File: config.mk
export PLATFORM = sky130hd
export DESIGN_NAME = memory_handler_flat
export DESIGN_NICKNAME = d
export VERILOG_FILES = /design/src/rtl/memory_handler_pkg.sv /design/src/rtl/memory_handler_if.sv /design/src/rtl/load_extender.sv /design/src/rtl/memory_handler.sv /design/src/flat_wrapper.sv
export SDC_FILE = /design/constraint.sdc
export NUM_CORES = 1
export LEC_CHECK = 0
export CAP_MARGIN = 10
export CORE_MARGIN = 1
export CORE_UTILIZATION = 39
export DETAILED_ROUTE_END_ITERATION = 8
export PLACE_DENSITY = 0.77
export SETUP_SLACK_MARGIN = 0.5
export SLEW_MARGIN = 15
export SYNTH_ARGS = -nofsm -noshare
export SYNTH_HDL_FRONTEND = slang
export SYNTH_SLANG_ARGS = --single-unit
File: constraint.sdc
create_clock -name clk -period 1.8 [get_ports clk]
set_clock_uncertainty 0.2 [all_clocks]
set_input_delay 0.18 -clock clk [delete_from_list [all_inputs] [get_ports clk]]
set_output_delay 0.18 -clock clk [all_outputs]
set_load 0.02 [all_outputs]
File: src/rtl/memory_handler_pkg.sv
// memory_handler_pkg: shared processor types, memory-handler FSM states and timeout default.
package memory_handler_pkg;
    typedef enum logic [2:0] {INST_R, INST_I, INST_S, INST_B, INST_U, INST_J} inst_type;
    typedef enum logic [1:0] {FOP_ADD, FOP_SUB, FOP_MUL, FOP_DIV} fop_t;
    typedef enum logic [1:0] {IDLE, ACCESS, DONE} mh_state_t;
    localparam int MEM_TIMEOUT_DEFAULT = 255;
    function automatic logic [3:0] lane_sel(input logic is_byte, input logic [1:0] lane);
        return is_byte ? 4'b0001 << lane : 4'b1111;
    endfunction
endpackage

File: src/rtl/memory_handler_if.sv
// memory_handler_if: simple strobe/busy memory bus between the handler and memory.
interface memory_handler_if;
    logic [31:0] bus_addr;
    logic [31:0] bus_wdata;
    logic [31:0] bus_rdata;
    logic [3:0]  bus_sel;
    logic        bus_ren;
    logic        bus_wen;
    logic        bus_busy;
    modport master(output bus_addr, bus_wdata, bus_sel, bus_ren, bus_wen, input bus_rdata, bus_busy);
    modport slave(input bus_addr, bus_wdata, bus_sel, bus_ren, bus_wen, output bus_rdata, bus_busy);
endinterface

File: src/rtl/load_extender.sv
// load_extender: selects the addressed byte lane and sign-extends it, or passes a full word.
module load_extender (
    input  logic [31:0] rdata,
    input  logic [1:0]  lane,
    input  logic        is_byte,
    output logic [31:0] data
);
    logic [7:0] b;
    always_comb begin
        b = rdata[{lane, 3'b000} +: 8];
        data = is_byte ? {{24{b[7]}}, b} : rdata;
    end
endmodule

File: src/rtl/memory_handler.sv
// memory_handler: load/store unit bridging pipeline requests to the memory bus with stall,
// alignment checking and a bus-busy timeout.
module memory_handler
    import memory_handler_pkg::*;
#(
    parameter int TIMEOUT_CYCLES = MEM_TIMEOUT_DEFAULT
) (
    input  logic                   clk,
    input  logic                   nrst,
    input  logic                   read_mem,
    input  logic                   write_mem,
    input  logic                   load_byte,
    input  logic                   store_byte,
    input  logic [31:0]            addr,
    input  logic [31:0]            store_data,
    output logic [31:0]            load_data,
    output logic                   mem_stall,
    output logic                   done,
    output logic                   err,
    memory_handler_if.master       bus
);
    localparam int CW = ($clog2(TIMEOUT_CYCLES + 1) > 8) ? $clog2(TIMEOUT_CYCLES + 1) : 8;

    mh_state_t   state, state_nx;
    logic [CW-1:0] cnt;
    logic        is_write, is_byte, err_flag;
    logic [1:0]  lane;
    logic        req, req_byte, bad, timeout;
    logic [31:0] ext_data;

    load_extender u_ext (
        .rdata  (bus.bus_rdata),
        .lane   (lane),
        .is_byte(is_byte),
        .data   (ext_data)
    );

    always_comb begin
        req = read_mem | write_mem;
        req_byte = write_mem ? store_byte : load_byte;
        bad = (read_mem & write_mem) | (~req_byte & |addr[1:0]);
        timeout = bus.bus_busy & (cnt == CW'(TIMEOUT_CYCLES - 1));
        state_nx = state;
        mem_stall = 1'b0;
        done = 1'b0;
        err = 1'b0;
        bus.bus_ren = 1'b0;
        bus.bus_wen = 1'b0;
        case (state)
            IDLE: begin
                mem_stall = req;
                state_nx = !req ? IDLE : bad ? DONE : ACCESS;
            end
            ACCESS: begin
                mem_stall = 1'b1;
                bus.bus_ren = ~is_write;
                bus.bus_wen = is_write;
                state_nx = (!bus.bus_busy || timeout) ? DONE : ACCESS;
            end
            DONE: begin
                done = 1'b1;
                err = err_flag;
                state_nx = IDLE;
            end
            default: state_nx = IDLE;
        endcase
    end

    always_ff @(posedge clk or negedge nrst) begin
        if (!nrst) state <= IDLE;
        else state <= state_nx;
    end

    // err_flag tracks the outcome: set by a rejected request or by a busy (timed-out) exit
    always_ff @(posedge clk or negedge nrst) begin
        if (!nrst) begin
            load_data <= '0;
            bus.bus_addr <= '0;
            bus.bus_wdata <= '0;
            bus.bus_sel <= '0;
            is_write <= 1'b0;
            is_byte <= 1'b0;
            lane <= '0;
            err_flag <= 1'b0;
            cnt <= '0;
        end else begin
            if (state == IDLE && req) begin
                bus.bus_addr <= {addr[31:2], 2'b00};
                bus.bus_wdata <= req_byte ? {4{store_data[7:0]}} : store_data;
                bus.bus_sel <= lane_sel(req_byte, addr[1:0]);
                is_write <= write_mem;
                is_byte <= req_byte;
                lane <= addr[1:0];
                err_flag <= bad;
                cnt <= '0;
            end
            if (state == ACCESS) begin
                cnt <= cnt + CW'(bus.bus_busy);
                err_flag <= bus.bus_busy;
                if (!bus.bus_busy && !is_write) load_data <= ext_data;
            end
        end
    end
endmodule

File: src/flat_wrapper.sv
// flat-port wrapper written by rule: the top's interface ports become plain ports
module memory_handler_flat import memory_handler_pkg::*;
#(
    parameter int TIMEOUT_CYCLES = MEM_TIMEOUT_DEFAULT
)
  (clk, nrst, read_mem, write_mem, load_byte, store_byte, addr, store_data, load_data, mem_stall, done, err, bus_bus_addr, bus_bus_wdata, bus_bus_sel, bus_bus_ren, bus_bus_wen, bus_bus_rdata, bus_bus_busy);
  memory_handler_if bus_i ();
  input  logic clk;
  input  logic nrst;
  input  logic read_mem;
  input  logic write_mem;
  input  logic load_byte;
  input  logic store_byte;
  input  logic [31:0] addr;
  input  logic [31:0] store_data;
  output logic [31:0] load_data;
  output logic mem_stall;
  output logic done;
  output logic err;
  output wire logic [$bits(bus_i.bus_addr)-1:0] bus_bus_addr;
  output wire logic [$bits(bus_i.bus_wdata)-1:0] bus_bus_wdata;
  output wire logic [$bits(bus_i.bus_sel)-1:0] bus_bus_sel;
  output wire logic [$bits(bus_i.bus_ren)-1:0] bus_bus_ren;
  output wire logic [$bits(bus_i.bus_wen)-1:0] bus_bus_wen;
  input wire logic [$bits(bus_i.bus_rdata)-1:0] bus_bus_rdata;
  input wire logic [$bits(bus_i.bus_busy)-1:0] bus_bus_busy;
  assign bus_bus_addr = bus_i.bus_addr;
  assign bus_bus_wdata = bus_i.bus_wdata;
  assign bus_bus_sel = bus_i.bus_sel;
  assign bus_bus_ren = bus_i.bus_ren;
  assign bus_bus_wen = bus_i.bus_wen;
  assign bus_i.bus_rdata = bus_bus_rdata;
  assign bus_i.bus_busy = bus_bus_busy;
  memory_handler #(.TIMEOUT_CYCLES(TIMEOUT_CYCLES)) u_core (.clk(clk), .nrst(nrst), .read_mem(read_mem), .write_mem(write_mem), .load_byte(load_byte), .store_byte(store_byte), .addr(addr), .store_data(store_data), .load_data(load_data), .mem_stall(mem_stall), .done(done), .err(err), .bus(bus_i));
endmodule
==> impl_metrics.ini <==
[timing]
fmax_mhz = 539
tns_ps = -172
layout_min_cycle_time_ps = 1850
period_share_pct = 103
drv_slew = 0
rsz0062_at_grt = true
report.final.setup_viol = 10
setup_ws_ps = -53.6
hold_viol = 0
hold_ws_ps = 116

[layout]
nets = 978
syn2layout_area_growth_pct = 102
antenna_cells = 0
drive_gt1_share_pct = 47.9
num-fill-cells = 588
fin_cells = 1052

[min_path]
worstHoldStart = bus_bus_busy
hold_end = u_core.load_data[10]
hold_class = input port to register
hold_depth = 5

[power]
p_leak_nw = 4.95
power_w = 0.0194
vdd_drop_max_uv = 1130
powerDensity_nw_per_um2 = 1920

[setup_path]
path_max_fanout = 8
r2r-start = u_core.state[0]
crit_type = register to register
r2r-end = u_core.bus.bus_addr[6]
startpoint = u_core.state[0]
cp.required_ps = 1940
cp-start-kind = register
rrSetupSlack_ps = -50
crit_arrival_ps = 2000
cp-end-kind = register
r2r_cells = 8

[status]
outcome = finished with violations
violations = negative setup slack

[die]
placementRows = 40
io-pin-count = 208
coreArea_um2 = 12300
fp.dieArea_um2 = 13300
die_y_um = 115
die_w_um = 115
start_util_pct = 40.7

[place]
hpwlAfterDp_um = 10700
gp_congestion = 0.822
dp.cells = 917
numPortBuffers = 205

[global_route]
track_usage_pct = 26.9
grt-ovfl-total = 0
grt_pass1_wl_um = 26700
grt_pass1_vias = 5297
antenna_found_initial = 0
grt_max_degree = 88

[job]
cap_violations = 0

[yosys]
yosysMostFrequentCell = nand2_1
syn_area_um2 = 4990
synthTopCellsByArea = dfrtp_1, nand2_1, mux2i_1, o21ai_0, a21oi_1
synthCells = 550
ys_types = 39
ys_ff_latch = 113
async_reset_ff_share_pct = 100
synth.avg_cell_area_um2 = 9.08
synth_top_area_share_pct = 56.6
yosysTopAreaCell = dfrtp_1
synth-edff-count = 0
synth_ff_type = dfrtp_1
yosys-top-cells-count = nand2_1, dfrtp_1, o21ai_0, nor2_1, mux2i_1
yosys_warnings = 0
seq_area_frac_synth_pct = 56.6

[clocking]
path_clk_slew_ps = 50
cts_buffers = 17
cts_max_level = 4
clk_latency_ps = 420
tritoncts = built
cts_root_buffer = clkbuf_16
cts.path.max_buffers = 2
clock-sinks = 113

[route]
ant_nets = 0
drc = 0
first_pass_iters = 5
num_vias = 5942
post_drt_via_cell_ratio = 5.65
wl_per_cell_um = 23.6
drt-initial-drc-count = 693
wl_um = 24800
-- flip-flops by register name (all words and copies together), names as in the netlist --
register / flops
u_core.cnt: 8
u_core.state: 2
u_core.err_flag: 1
u_core.is_byte: 1
u_core.lane: 2
u_core.bus.bus_sel: 4
u_core.bus.bus_wdata: 32
u_core.bus.bus_addr: 30
u_core.is_write: 1
u_core.load_data: 32
-- worst max path at each step --
stage | cells after the start | slack (ps) | to
global placement | 4 | -200 | mem_stall
CTS | 6 | 30 | u_core.load_data[14]
finish | 8 | -50 | u_core.bus.bus_addr[6]
detailed placement | 5 | -240 | u_core.bus.bus_wdata[18]
global route | 8 | -80 | u_core.bus.bus_addr[6]
floorplan | 5 | 90 | u_core.load_data[21]
-- power breakdown --
part / total (W) / switching (W) / internal (W)
sequential: 0.00491 / 0.00116 / 0.00375
clock: 0.00327 / 0.00119 / 0.00208
combinational: 0.0112 / 0.00557 / 0.00561
total: 0.0194 / 0.00792 / 0.0114
-- cell families (layout without fill, tap and decap cells) --
kind of cell,count (synthesis),count (layout),share of synthesized area (%)
xor gates and xnor gates,1,1,0.175
AOI/OAI and AO/OA,99,99,11.0
buffers and inverters,45,378,4.31
adders and majority gates,2,2,0.501
DFF,113,113,56.6
and+or+nand+nor,258,258,20.9
other,1,2,0.0751
muxes,31,31,6.46
-- worst max-delay path: stages (launching register included) --
cell      delay, ps
dfrtp_2         460
nor2_4          170
buf_6           120
a21boi_4        230
buf_6           150
buf_8           120
buf_12          170
nand2_4          60
nand2_1          90
-- per-layer routing --
| metal | part of all wire (%) | vias to the layer above | wire length, um | GRT usage (%) |
|---|---|---|---|---|
| li1 | - | 2456 | - | - |
| met1 | 36 | 2902 | 8970 | 30.0 |
| met2 | 49 | 460 | 12100 | 44.9 |
| met3 | 9.6 | 124 | 2370 | 10.4 |
| met4 | 5.6 | 0 | 1390 | 13.5 |
| met5 | 0 | - | 0 | 0 |
-- timing repair --
| item | in CTS | in global routing |
|---|---|---|
| buffers inserted | 30 | 50 |
| pin swaps | 19 | 72 |
| gates resized for setup | 650 | 239 |
| hold endpoints to repair | 113 | 0 |
| gates cloned | 4 | 19 |
| hold buffers | 2 | 0 |
| endpoints found under the setup margin | 216 | 216 |
-- layout make-up --
class	count	area (um^2)	area share, %
clock inverter	6	82.6	0.820
multi-input combinational	393	2700	26.8
timing repair buffer	337	3730	37.0
clock buffer	24	472	4.68
tap	168	210	2.09
sequential	113	2840	28.2
inverter	11	41.3	0.410
-- cells in the final DEF (no fill, tap or decap), drive strengths merged, types with 2 or more instances in the layout --
cell	count
buf	222
nand2	191
dfrtp	113
clkdlybuf4s50	99
o21ai	59
clkbuf	36
nor2	32
a21oi	31
mux2i	30
nand3	11
inv	10
nor2b	8
nor3	7
clkinv	4
and2	2
ha	2
conb	2
bufinv	2
dlygate4sd3	2
dlymetal6s2s	2
and3	2
-- per-stage QoR --
step / cell area [um^2] / setup slack (ps) / util (%)
after floorplan: 5080 / 92.2 / -
after global placement: 7460 / -196 / 60.8
after detailed placement: 7460 / -239 / 60.8
after CTS: 8600 / 33.8 / 70.1
after global routing: 10100 / -83.6 / 82.1
final: 10100 / -53.6 / 82.1
Note: power is estimated with default switching activity, not from simulation.
